**src/rtl/multicycle_controller.sv**
```systemverilog
// Multicycle ARM control FSM with NZCV flags; ARM_CPU_BL_EN adds BL (PC+4 -> R14) in BRANCH.
// Latency: DP 4, LDR 5, STR 4, B 3 cycles with zero-wait memory; outputs are combinational from state.
// Backpressure: FETCH/MEMREAD/MEMWRITE stall on mem_ready; MEM_TIMEOUT wait cycles pulse bus_error and refetch.
module multicycle_controller #(
    parameter int ALU_CTL_W   = 2,
    parameter int MEM_TIMEOUT = 15
) (
    input  logic                 clk,
    input  logic                 reset,
    input  logic [1:0]           op,
    input  logic [3:0]           cond,
    input  logic [5:0]           funct,
    input  logic [3:0]           rd,
    input  logic [3:0]           alu_flags,
    input  logic                 mem_ready,
    output logic                 mem_req,
    output logic                 mem_write,
    output logic                 adr_src,
    output logic                 ir_write,
    output logic                 pc_write,
    output logic                 reg_write,
    output logic [1:0]           result_src,
    output logic [1:0]           alu_src_a,
    output logic [1:0]           alu_src_b,
    output logic [1:0]           imm_src,
    output logic [2:0]           reg_src,
    output logic [ALU_CTL_W-1:0] alu_ctl,
    output logic                 shift,
    output logic                 bus_error
);

    localparam logic [3:0] S_FETCH    = 4'd0;
    localparam logic [3:0] S_DECODE   = 4'd1;
    localparam logic [3:0] S_MEMADR   = 4'd2;
    localparam logic [3:0] S_MEMREAD  = 4'd3;
    localparam logic [3:0] S_MEMWB    = 4'd4;
    localparam logic [3:0] S_MEMWRITE = 4'd5;
    localparam logic [3:0] S_EXECR    = 4'd6;
    localparam logic [3:0] S_EXECI    = 4'd7;
    localparam logic [3:0] S_ALUWB    = 4'd8;
    localparam logic [3:0] S_BRANCH   = 4'd9;

    localparam int               CNT_W    = $clog2(MEM_TIMEOUT + 1);
    localparam logic [CNT_W-1:0] CNT_LAST = CNT_W'(MEM_TIMEOUT - 1);

    logic [3:0]       state;
    logic [3:0]       state_nxt;
    logic [3:0]       flags;
    logic             cond_ex;
    logic             cond_ok;
    logic [CNT_W-1:0] wait_cnt;
    logic             is_mem;
    logic             timeout;
    logic [3:0]       cmd;
    logic             is_cmp;
    logic             cv_upd;
    logic [2:0]       alu_code;

    assign cmd     = funct[4:1];
    assign is_cmp  = (cmd == 4'b1010);
    assign cv_upd  = (cmd == 4'b0100) || (cmd == 4'b0010) || is_cmp;
    assign is_mem  = (state == S_FETCH) || (state == S_MEMREAD) || (state == S_MEMWRITE);
    // mem_ready on the final allowed cycle wins over the timeout
    assign timeout = is_mem && !mem_ready && (wait_cnt == CNT_LAST);

    // flags = {N, Z, C, V}
    always_comb begin
        cond_ok = 1'b0;
        case (cond)
            4'h0: cond_ok = flags[2];
            4'h1: cond_ok = ~flags[2];
            4'h2: cond_ok = flags[1];
            4'h3: cond_ok = ~flags[1];
            4'h4: cond_ok = flags[3];
            4'h5: cond_ok = ~flags[3];
            4'h6: cond_ok = flags[0];
            4'h7: cond_ok = ~flags[0];
            4'h8: cond_ok = flags[1] & ~flags[2];
            4'h9: cond_ok = ~flags[1] | flags[2];
            4'ha: cond_ok = (flags[3] == flags[0]);
            4'hb: cond_ok = (flags[3] != flags[0]);
            4'hc: cond_ok = ~flags[2] & (flags[3] == flags[0]);
            4'hd: cond_ok = flags[2] | (flags[3] != flags[0]);
            4'he: cond_ok = 1'b1;
            default: cond_ok = 1'b0;
        endcase
    end

    always_comb begin
        alu_code = 3'd0;
        case (cmd)
            4'b0100: alu_code = 3'd0;
            4'b0010: alu_code = 3'd1;
            4'b0000: alu_code = 3'd2;
            4'b1100: alu_code = 3'd3;
            4'b1010: alu_code = 3'd1;
            4'b0001: if (ALU_CTL_W >= 3) alu_code = 3'd4;
            4'b1101: if (ALU_CTL_W >= 3) alu_code = 3'd5;
            default: alu_code = 3'd0;
        endcase
    end

    always_comb begin
        state_nxt = state;
        case (state)
            S_FETCH:    if (mem_ready) state_nxt = S_DECODE;
            S_DECODE: begin
                case (op)
                    2'b01:   state_nxt = S_MEMADR;
                    2'b00:   state_nxt = funct[5] ? S_EXECI : S_EXECR;
                    2'b10:   state_nxt = S_BRANCH;
                    default: state_nxt = S_FETCH;
                endcase
            end
            S_MEMADR:   state_nxt = funct[0] ? S_MEMREAD : S_MEMWRITE;
            S_MEMREAD:  if (mem_ready) state_nxt = S_MEMWB;
                        else if (timeout) state_nxt = S_FETCH;
            S_MEMWRITE: if (mem_ready || timeout) state_nxt = S_FETCH;
            S_EXECR:    state_nxt = S_ALUWB;
            S_EXECI:    state_nxt = S_ALUWB;
            default:    state_nxt = S_FETCH;
        endcase
    end

    always_ff @(posedge clk) begin
        if (reset) begin
            state    <= S_FETCH;
            flags    <= 4'b0000;
            cond_ex  <= 1'b0;
            wait_cnt <= '0;
        end else begin
            state <= state_nxt;
            if (state == S_DECODE)
                cond_ex <= cond_ok;
            // a timeout re-enters FETCH, so it restarts the count like any other entry
            if (state_nxt != state || timeout)
                wait_cnt <= '0;
            else if (is_mem && !mem_ready)
                wait_cnt <= wait_cnt + CNT_W'(1);
            if (state == S_ALUWB && cond_ex && (funct[0] || is_cmp)) begin
                flags[3:2] <= alu_flags[3:2];
                if (cv_upd)
                    flags[1:0] <= alu_flags[1:0];
            end
        end
    end

    always_comb begin
        mem_req    = 1'b0;
        mem_write  = 1'b0;
        adr_src    = 1'b0;
        ir_write   = 1'b0;
        pc_write   = 1'b0;
        reg_write  = 1'b0;
        result_src = 2'b00;
        alu_src_a  = 2'b00;
        alu_src_b  = 2'b00;
        imm_src    = 2'b00;
        reg_src    = 3'b000;
        alu_ctl    = '0;
        shift      = 1'b0;
        bus_error  = 1'b0;
        if (!reset) begin
            imm_src   = op;
            bus_error = timeout;
            case (state)
                S_FETCH: begin
                    mem_req    = 1'b1;
                    alu_src_a  = 2'b01;
                    alu_src_b  = 2'b10;
                    result_src = 2'b10;
                    ir_write   = mem_ready;
                    pc_write   = mem_ready;
                end
                S_DECODE: begin
                    alu_src_a  = 2'b01;
                    alu_src_b  = 2'b10;
                    reg_src[0] = 1'b1;
                end
                S_MEMADR: begin
                    alu_src_b = 2'b01;
                end
                S_MEMREAD: begin
                    mem_req = 1'b1;
                    adr_src = 1'b1;
                end
                S_MEMWRITE: begin
                    mem_req    = 1'b1;
                    adr_src    = 1'b1;
                    reg_src[1] = 1'b1;
                    mem_write  = cond_ex & ~timeout;
                end
                S_MEMWB: begin
                    result_src = 2'b01;
                    reg_write  = cond_ex;
                    pc_write   = cond_ex && (rd == 4'd15);
                end
                S_EXECR: begin
                    alu_ctl = ALU_CTL_W'(alu_code);
                    shift   = 1'b1;
                end
                S_EXECI: begin
                    alu_ctl   = ALU_CTL_W'(alu_code);
                    alu_src_b = 2'b01;
                end
                S_ALUWB: begin
                    // ALU keeps its operation so alu_flags reflect this instruction
                    alu_ctl    = ALU_CTL_W'(alu_code);
                    alu_src_b  = funct[5] ? 2'b01 : 2'b00;
                    result_src = 2'b00;
                    reg_write  = cond_ex & ~is_cmp;
                    pc_write   = cond_ex && !is_cmp && (rd == 4'd15);
                end
                S_BRANCH: begin
                    reg_src[0] = 1'b1;
                    alu_src_b  = 2'b01;
                    result_src = 2'b10;
                    pc_write   = cond_ex;
`ifdef ARM_CPU_BL_EN
                    if (funct[4]) begin
                        reg_write  = cond_ex;
                        reg_src[2] = 1'b1;
                    end
`endif
                end
                default: ;
            endcase
        end
    end

endmodule

```
**config.mk**
```make
export PLATFORM = sky130hd
export DESIGN_NAME = multicycle_controller
export DESIGN_NICKNAME = d
export VERILOG_FILES = /design/src/rtl/multicycle_controller.sv
export SDC_FILE = /design/constraint.sdc
export NUM_CORES = 1
export LEC_CHECK = 0
export BUFFER_PORTS_ARGS = -buffer_cell sky130_fd_sc_hd__buf_2
export CAP_MARGIN = 40
export CORE_MARGIN = 5
export CORE_UTILIZATION = 54
export DETAILED_ROUTE_END_ITERATION = 7
export PLACE_DENSITY = 0.88
export SLEW_MARGIN = 5
export SYNTH_ARGS = -nofsm -noshare
export SYNTH_HDL_FRONTEND = slang
export SYNTH_SLANG_ARGS = --single-unit
export TNS_END_PERCENT = 10
```
**constraint.sdc**
```tcl
create_clock -name clk -period 5.2 [get_ports clk]
set_clock_uncertainty 0.05 [all_clocks]
set_input_delay 0.52 -clock clk [delete_from_list [all_inputs] [get_ports clk]]
set_output_delay 0.52 -clock clk [all_outputs]
set_load 0.05 [all_outputs]
```
==> results.md, run 1 <==
• Initial DRT Pass Iterations: 4
• number of remaining DRC errors: 0
• post-detailed-routing wire length: 3.42 mm
• critical path capture point type: output port
• number of global-route vias before repair: 1,260
• count of distinct cell types in the synthesized netlist: 60
• largest family of logic cells by synthesized area: simple AND/OR/NAND/NOR gates
• final setup violating endpoints: 0
• Compound-Gate Fraction of Synth Area: 0.187
• largest net degree at the start of global routing: 22
• xor/xnor cell area share of the yosys netlist: 0.0685
• Pwr Density: 196 mW/mm^2
• horizontal extent of the die: 58.7 um
• proportion of total power due to net switching: 0.396
• biggest area consumer among synthesized cells: dfxtp_1
• slew at the pin with the worst max-slew slack: 0.687 ns
• arrival time at the worst endpoint: 2.23 ns
• Synth area leaders: dfxtp_1 20%, nor2_1 7.0%, xor2_1 4.1%, mux2i_1 3.9%, nand2b_1 3.4%
• post-layout net count: 227
• highest net fanout along the worst path: 20
• average footprint of a synthesized cell: 7.57 um^2
• Routed Antenna Nets: 0
• leakage power of the design: 0.640 nW
• final HPWL from detailed placement: 2.67 mm
• floorplan die height: 58.7 um
• mux share of post-synthesis cell area: 0.0509
• final critical-path setup slack: 2.40 ns
• Via Count: 1,364
• overall die area: 0.00344 mm^2
• wire length of the first global-routing pass: 5.46 mm
• Synth Area in Adders: 0.0196
• maximum buffer depth of the clock tree: 2
• Mapped Area: 0.00128 mm^2
• post-cts hold buffer count: 0
• count of routing violations after the opening detailed-route iteration: 77
• ratio of final minimum period to clock period: 0.539
• worst path required time: 4.63 ns
• Achievable Freq: 0.357 GHz
• proportion of power drawn by the clock network: 0.221
• Starting Density: 0.573
• signed area change from the synthesized netlist to the final layout: 13.0%
• clock period minus final worst setup slack: 2.80 ns
• gate count of the mapped netlist: 169
• sequential group share of total power: 0.400
• basic-gate share of the synthesized area counting and, or, nand and nor cells: 0.372
• number of cells upsized or downsized after cts: 0
• GPL Wtd Cong: 0.844
• initial antenna violation count: 0
• global route total overflow: 0
• Worst Hold Margin: 0.443 ns
• Async SR Flop Fraction: 0
• total number of H-tree levels: 1
• path type of the worst min-delay path: in -> reg
• Synth top area share: 0.204
• routed vias/inst: 5.96
• combinational group share of total power: 0.379
• average wire per standard cell: 14.9 um
• final setup TNS: 0 ns
• max-slew headroom at the worst pin: 0.541
• share of synthesized area occupied by flip-flops and latches: 0.204
• number of buffers inserted by post-CTS setup repair: 0
• count of buffers from port buffering: 41
• worst skew pair latency: 0.28 ns
• RSZ-0062 raised after global routing: false
• Hold Violations, Final: 0
• number of buffers added by the clock tree synthesis step: 3
• CP startpoint kind: register
• master cell of the clock root buffer: clkbuf_4
• area of the core: 0.00223 mm^2
• count of antenna diodes in the layout: 0
• Reg clk slew, reported paths: 0.08 ns
• power dissipated by switching net loads: 0.000112 W
• highest ir drop seen on vdd: 0.119 mV
• fraction of layout instances using a drive strength above 1: 0.279
• Synth warnings: 0
• Internal Dissipation: 0.000171 W
• Post-synth EDFFs: 0
• maximum capacitance violations: 0
• number of slew-limit violations in the final report: 0
• status: finished clean
• clock sink count: 13
• commonest register cell after synthesis: dfxtp_1
• DP Worst Slack: 2.72 ns
• Std-Cell Rows: 17
• GRT Util Overall: 0.195
• class of the most critical setup path: reg -> out
• io pins: 44
• flip-flop and latch count after synthesis: 13
• CTS tree: yes
-- routing by layer --
layer  vias up  routed length (um)  GRT usage
met2        56                1780      0.348
li1        674                   -          -
met3         2                 218     0.0351
met1       632                1410      0.243
met4         0                  11     0.0453
met5         -                   0          0
-- logic make-up (layout without fill, tap and decap cells) --
family	Yosys count	count (layout)
compound gates	33	33
xor+xnor	10	10
fa+ha+maj	2	2
buf+inv	19	50
flops	13	13
mux	6	6
other cells	1	2
simple gates	85	85
-- worst max-delay path, stage by stage (launching register included) --
cell and delay, ns:
dfxtp_1 0.72, and2b_4 0.27, nand2_1 0.05, a221oi_1 0.38, o21ai_1 0.13, a21oi_1 0.12, buf_2 0.27
-- cell type report --
| cell class | instances | area, um^2 |
|---|---|---|
| Fill cell | 194 | 788 |
| Timing Repair Buffer | 41 | 205 |
| Clock buffer | 4 | 26.3 |
| Inverter | 5 | 18.8 |
| Multi-Input combinational cell | 138 | 900 |
| Sequential cell | 13 | 260 |
| Tap cell | 28 | 35.0 |
-- Yosys cell counts, types with 2 or more instances --
master	instances
nand3_1	7
nor4_1	3
xnor2_1	4
buf_4	3
xor2_1	6
nand2b_1	7
buf_6	3
o21ai_0	3
inv_1	4
and2_1	2
a22oi_1	2
nand2_1	9
buf_2	2
nor3b_1	3
or3_1	3
and3_1	3
nor3_1	4
dfxtp_1	13
a31oi_1	3
ha_1	2
clkbuf_1	3
o21ai_1	2
nor2b_1	4
a221oi_1	2
nand4_1	3
a21oi_1	8
nor2_1	24
mux2i_1	5
-- state kept, by name (all words and copies together) (netlist names) --
register  cells
cond_ex       1
flags         4
state         4
wait_cnt      4
-- metrics by stage --
step	instance area (um^2)	util	cells	power [W]
final	1450	0.647	229	0.000284
after global routing	1450	0.647	229	0.000299
after CTS	1450	0.647	229	0.000283
after detailed placement	1420	0.635	225	0.000222
after global placement	1420	0.635	225	0.000218
after floorplan	1280	-	170	0.000201
-- power groups by stage --
stage / Sequential [W] / Clock, W / Combinational (W)
final: 0.000113 / 0.0000628 / 0.000107
after detailed placement: 0.000116 / 0 / 0.000106
after global routing: 0.000115 / 0.0000696 / 0.000115
after floorplan: 0.000108 / 0 / 0.0000934
after CTS: 0.000113 / 0.0000633 / 0.000107
after global placement: 0.000115 / 0 / 0.000103
-- layout by cell type, fill, tap and decap left out, types with 2 or more instances in the layout --
| cell | count |
|---|---|
| nor2b_1 | 4 |
| and2_1 | 2 |
| nor3_1 | 4 |
| and3_1 | 3 |
| or3_1 | 3 |
| nor2_1 | 24 |
| ha_1 | 2 |
| buf_2 | 41 |
| mux2i_1 | 5 |
| nor4_1 | 3 |
| nand4_1 | 3 |
| a22oi_1 | 2 |
| nor3b_1 | 3 |
| a21oi_1 | 8 |
| xnor2_1 | 4 |
| o21ai_0 | 3 |
| a221oi_1 | 2 |
| nand2_1 | 9 |
| inv_1 | 4 |
| xor2_1 | 6 |
| dfxtp_1 | 13 |
| conb_1 | 2 |
| clkbuf_4 | 3 |
| nand2b_1 | 7 |
| o21ai_1 | 2 |
| a31oi_1 | 3 |
| nand3_1 | 7 |
-- final timing paths --
path                start     endpoint  slack [ns]  cells past startpoint
max              state[0]     pc_write        2.40                      6
min reg2reg   wait_cnt[3]  wait_cnt[3]        0.51                      2
min          alu_flags[0]     flags[0]        0.44                      3
max reg2reg      state[2]  wait_cnt[1]        2.82                      5
No activity file was read; power rests on OpenSTA's default activity.
==> inputs of run 2 (changes only) <==
--- a/config.mk
+++ b/config.mk
@@ -8,9 +8,9 @@
 export BUFFER_PORTS_ARGS = -buffer_cell sky130_fd_sc_hd__buf_2
 export CAP_MARGIN = 40
 export CORE_MARGIN = 5
-export CORE_UTILIZATION = 54
+export CORE_UTILIZATION = 45
 export DETAILED_ROUTE_END_ITERATION = 7
-export PLACE_DENSITY = 0.88
+export PLACE_DENSITY = 0.79
 export SLEW_MARGIN = 5
 export SYNTH_ARGS = -nofsm -noshare
 export SYNTH_HDL_FRONTEND = slang
==> constraint.sdc (replaced) <==
create_clock -name clk -period 2.4 [get_ports clk]
set_clock_uncertainty 0.05 [all_clocks]
set_input_delay 0.24 -clock clk [delete_from_list [all_inputs] [get_ports clk]]
set_output_delay 0.24 -clock clk [all_outputs]
set_load 0.05 [all_outputs]
==> run 2 against run 1 <==
Effect of this change: combinational power rose by 130%; global-route usage decreased by 4.3 points; sequential cell count is the same; first-iteration DRC count shrank 26%; critical path depth fell by 1.
==> results.md, run 2 (synthesized netlist as in run 1, its figures left out) <==
• count of routing violations after the opening detailed-route iteration: 57, -26%
• Internal Dissipation: 0.000378 W, +120%
• Std-Cell Rows: 19, +2
• worst path required time: 2.11 ns, -2.52 ns
• CTS tree: yes
• total number of H-tree levels: 1, unchanged
• io pins: 44, unchanged
• number of slew-limit violations in the final report: 0, unchanged
• DP Worst Slack: 0.258 ns, -2.47 ns
• Layout fillers: 267, +38%
• overall die area: 0.00401 mm^2, +16%
• ratio of final minimum period to clock period: 0.939
• area of the core: 0.00273 mm^2, +22%
• critical path capture point type: output port
• status: finished clean
• Starting Density: 0.468, -0.105
• Reg clk slew, reported paths: 0.08 ns, about the same
• Pwr Density: 410 mW/mm^2, +110%
• total placed cells including tap cells: 233, +3.6%
• post-detailed-routing wire length: 3.17 mm, -7.3%
• floorplan die height: 63.3 um, +7.9%
• clock sink count: 13, unchanged
• highest net fanout along the worst path: 9, -55%
• number of global-route vias before repair: 1,204, -4.4%
• combinational group share of total power: 0.400, +0.021
• largest registers ranked by flip-flop count: flags: 4 flops, state: 4 flops, wait_cnt: 4 flops
• path type of the worst min-delay path: in -> reg
• count of antenna diodes in the layout: 0, unchanged
• GPL Wtd Cong: 0.884, +4.7%
• final HPWL from detailed placement: 2.47 mm, -7.6%
• fin util: 0.550, -0.0974
• clock period minus final worst setup slack: 2.25 ns
• worst skew pair latency: 0.28 ns, about the same
• proportion of power drawn by the clock network: 0.214, -0.007
• largest net degree at the start of global routing: 21, -4.5%
• number of remaining DRC errors: 0, unchanged
• maximum buffer depth of the clock tree: 2, unchanged
• leakage power of the design: 0.669 nW, +4.4%
• Achievable Freq: 0.444 GHz
• Hold Violations, Final: 0, unchanged
• post-layout net count: 232, +2.2%
• final cell count without fillers: 237, +3.5%
• RSZ-0062 raised after global routing: false
• highest ir drop seen on vdd: 0.269 mV, +130%
• final critical-path setup slack: 0.147 ns, -2.25 ns
• initial antenna violation count: 0, unchanged
• count of buffers from port buffering: 41, unchanged
• routed vias/inst: 5.67, -4.8%
• global route total overflow: 0, unchanged
• signed area change from the synthesized netlist to the final layout: 17.5%
• power dissipated by switching net loads: 0.000238 W, +110%
• Via Count: 1,344, -1.5%
• final setup violating endpoints: 0, unchanged
• leading cell type in the layout, fill and taps excluded: buf_2
• Routed Antenna Nets: 0, unchanged
• GRT Util Overall: 0.153, -0.0426
• CP startpoint kind: register
• horizontal extent of the die: 63.3 um, +7.9%
• fraction of layout instances using a drive strength above 1: 0.316, +0.0369
• average wire per standard cell: 13.4 um, -10%
• Initial DRT Pass Iterations: 4, unchanged
• maximum capacitance violations: 0, unchanged
• commonest cells after routing, fill and taps aside: 40 x buf_2, 24 x nor2_1, 11 x dfxtp_1, 9 x nand2_1, 8 x a21oi_1
• proportion of total power due to net switching: 0.386, -0.00927
• sequential group share of total power: 0.386, -0.014
• wire length of the first global-routing pass: 5.26 mm, -3.7%
• master cell of the clock root buffer: clkbuf_4
• arrival time at the worst endpoint: 1.96 ns, -0.27 ns
• class of the most critical setup path: reg -> out
• number of buffers added by the clock tree synthesis step: 3, unchanged
==> run 2: cell type report <==
type                       instances  area, um^2  share of cell area
tap                               31        38.8              0.0258
timing repair buffer              46         245               0.163
clock buffer                       4        26.3              0.0175
inverter                           5        18.8              0.0125
multi-input combinational        138         911               0.606
sequential                        13         263               0.175
==> run 2: final timing paths <==
kind	to	depth (start not counted)	startpoint	slack [ns]
max	mem_write	5	state[1]	0.15
min	flags[1]	3	alu_flags[1]	0.15
max reg2reg	wait_cnt[1]	7	wait_cnt[0]	0.24
min reg2reg	state[3]	1	state[3]	0.49
==> run 2: power groups by stage <==
stage          sequential, W  combinational, W  clock, W
6_report            0.000238          0.000246  0.000132
5_1_grt             0.000239          0.000266  0.000149
4_1_cts             0.000237          0.000245  0.000135
3_5_place_dp        0.000242          0.000243         0
3_3_place_gp        0.000242          0.000243         0
2_1_floorplan       0.000233          0.000203         0
==> run 2: routing by layer <==
layer	vias up	part of all wire	track usage
met5	-	0	0
met3	4	0.061	0.0266
met4	0	0.0076	0.0442
met1	619	0.45	0.205
li1	677	-	-
met2	44	0.48	0.249
==> run 2: metrics by stage <==
| step | TNS, ns | power (W) | area (um^2) | hold WS (ns) |
|---|---|---|---|---|
| detailed placement | 0 | 0.000485 | 1470 | 0.437 |
| CTS | 0 | 0.000617 | 1490 | 0.155 |
| global route | 0 | 0.000655 | 1500 | 0.168 |
| floorplan | -0.444 | 0.000436 | 1290 | 0.334 |
| finish | 0 | 0.000616 | 1500 | 0.154 |
| global placement | 0 | 0.000485 | 1470 | 0.426 |
==> run 2: worst max-delay path, stage by stage, from the launching register on <==
cell and delay [ns]:
dfxtp_1 0.53, buf_4 0.22, mux2_4 0.35, nand3_1 0.14, and3_1 0.18, buf_2 0.26
==> run 2: what timing repair did <==
action,4_1_cts,5_1_grt
gates resized for setup,0,4
hold buffers,0,0
endpoints found under the setup margin,0,4
setup buffers,0,0
==> inputs of run 3 (changes only) <==
--- a/config.mk
+++ b/config.mk
@@ -11,6 +11,7 @@
 export CORE_UTILIZATION = 45
 export DETAILED_ROUTE_END_ITERATION = 7
 export PLACE_DENSITY = 0.79
+export SETUP_SLACK_MARGIN = 0.2
 export SLEW_MARGIN = 5
 export SYNTH_ARGS = -nofsm -noshare
 export SYNTH_HDL_FRONTEND = slang
==> run 3 against run 2 <==
Effect of this change: die area is the same; final area grew 1.2%; fmax grew 5.9%; worst setup slack gained 0.13 ns; sequential cell count is the same; register-to-register slack gained 0.07 ns; combinational power is essentially flat.
==> results.md, run 3 (synthesized netlist as in run 1, its figures left out) <==
• largest net degree at the start of global routing: 21, unchanged
• Reg clk slew, reported paths: 0.08 ns, about the same
• worst path required time: 2.11 ns, about the same
• ratio of final minimum period to clock period: 0.886, -0.0524
• count of buffers from port buffering: 41, unchanged
• GRT Util Overall: 0.153, +0.000366
• CTS tree: yes
• floorplan die height: 63.3 um, unchanged
• routed vias/inst: 5.76, +1.5%
• Routed Antenna Nets: 0, unchanged
• master cell of the clock root buffer: clkbuf_4
• clock sink count: 13, unchanged
• gr busiest metal: met2
• fin util: 0.556, +0.00641
• maximum buffer depth of the clock tree: 2, unchanged
• commonest cells after routing, fill and taps aside: 40 x buf_2, 24 x nor2_1, 9 x nand2_1, 8 x a21oi_1, 8 x dfxtp_1
• hold path cells: 3, unchanged
• Pwr Density: 408 mW/mm^2, -0.42%
• highest net fanout along the worst path: 14, +5
• critical path capture point type: output port
• Achievable Freq: 0.470 GHz, +5.9%
• post-detailed-routing wire length: 3.20 mm, +0.95%
• number of global-route vias before repair: 1,217, +1.1%
• overall die area: 0.00401 mm^2, unchanged
• largest registers ranked by flip-flop count: flags: 4 flops, state: 4 flops, wait_cnt: 4 flops
• number of buffers added by the clock tree synthesis step: 3, unchanged
• maximum capacitance violations: 0, unchanged
• GPL Wtd Cong: 0.884, unchanged
• GR Util met1: 0.202, -0.00322
• post-layout net count: 232, unchanged
• path type of the worst min-delay path: in -> reg
• Hold Violations, Final: 0, unchanged
• initial antenna violation count: 0, unchanged
• highest ir drop seen on vdd: 0.281 mV, +4.5%
• global route total overflow: 0, unchanged
• Initial DRT Pass Iterations: 4, unchanged
• depth of the most critical reg-to-reg path: 7, unchanged
• final HPWL from detailed placement: 2.47 mm, unchanged
• leading cell type in the layout, fill and taps excluded: buf_2
• Via Count: 1,364, +1.5%
• number of remaining DRC errors: 0, unchanged
• CP startpoint kind: register
• total number of H-tree levels: 1, unchanged
• Starting Density: 0.468, unchanged
• worst skew pair latency: 0.28 ns, about the same
• wire length of the first global-routing pass: 5.26 mm, +0.13%
• arrival time at the worst endpoint: 1.84 ns, -0.12 ns
• status: finished clean
• io pins: 44, unchanged
• area of the core: 0.00273 mm^2, unchanged
• final setup violating endpoints: 0, unchanged
• count of antenna diodes in the layout: 0, unchanged
• average wire per standard cell: 13.5 um, +0.95%
• class of the most critical setup path: reg -> out
• grt met2 use: 0.254, +0.00513
• fraction of layout instances using a drive strength above 1: 0.340, +0.0243
• Worst Hold Margin: 0.154 ns, +0.000506 ns
• leakage power of the design: 0.674 nW, +0.84%
• met3 Resource Use GR: 0.0266, unchanged
• signed area change from the synthesized netlist to the final layout: 18.9%
• RSZ-0062 raised after global routing: true
• clock period minus final worst setup slack: 2.13 ns, -0.126 ns
• number of buffers inserted by post-CTS setup repair: 0, unchanged
• count of routing violations after the opening detailed-route iteration: 54, -5.3%
• horizontal extent of the die: 63.3 um, unchanged
• final setup TNS: 0 ns, unchanged
• number of slew-limit violations in the final report: 0, unchanged
• Std-Cell Rows: 19, unchanged
• R2R setup slack: 0.31 ns, +0.07 ns
-- run 3: power by group --
group          internal (W)  switching, W  total [W]
logic             0.0000903      0.000158   0.000248
clock network     0.0000645     0.0000699   0.000134
registers          0.000224     0.0000140   0.000238
total              0.000379      0.000242   0.000620
-- run 3: what timing repair did --
action                                  4_1_cts  5_1_grt
resized for setup                             3        8
hold buffers                                  0        0
pin swaps                                     0        1
endpoints found under the setup margin        4        6
-- run 3: layer usage --
metal,vias to the layer above,wire length (um)
li1,681,-
met1,637,1390
met2,42,1570
met3,4,216
met4,0,24
met5,-,0
-- run 3: worst max-delay path, cell delays in order (launching register included) --
cell	delay, ns
dfxtp_4	0.44
and2b_4	0.23
mux2_4	0.31
nand3_1	0.14
and3_1	0.18
buf_2	0.26
-- run 3: area by class of cell --
| class | instances | area, um^2 |
|---|---|---|
| sequential | 13 | 269 |
| timing repair buffer | 46 | 245 |
| clock buffer | 4 | 26.3 |
| multi-input combinational | 138 | 922 |
| fill | 268 | 1210 |
| inverter | 5 | 18.8 |
| tap | 31 | 38.8 |
-- run 3: through the flow --
| step | std cells | instance area [um^2] | total power, W | worst slack (ns) |
|---|---|---|---|---|
| after floorplan | 170 | 1290 | 0.000436 | -0.135 |
| after global placement | 233 | 1470 | 0.000485 | 0.326 |
| after detailed placement | 233 | 1470 | 0.000485 | 0.258 |
| after CTS | 237 | 1500 | 0.000618 | 0.155 |
| after global routing | 237 | 1520 | 0.000658 | 0.167 |
| final | 237 | 1520 | 0.000620 | 0.273 |
-- run 3: final timing paths --
check / from / endpoint
max: state[2] / mem_write
min reg2reg: state[3] / state[3]
max reg2reg: wait_cnt[0] / wait_cnt[1]
min: alu_flags[1] / flags[1]
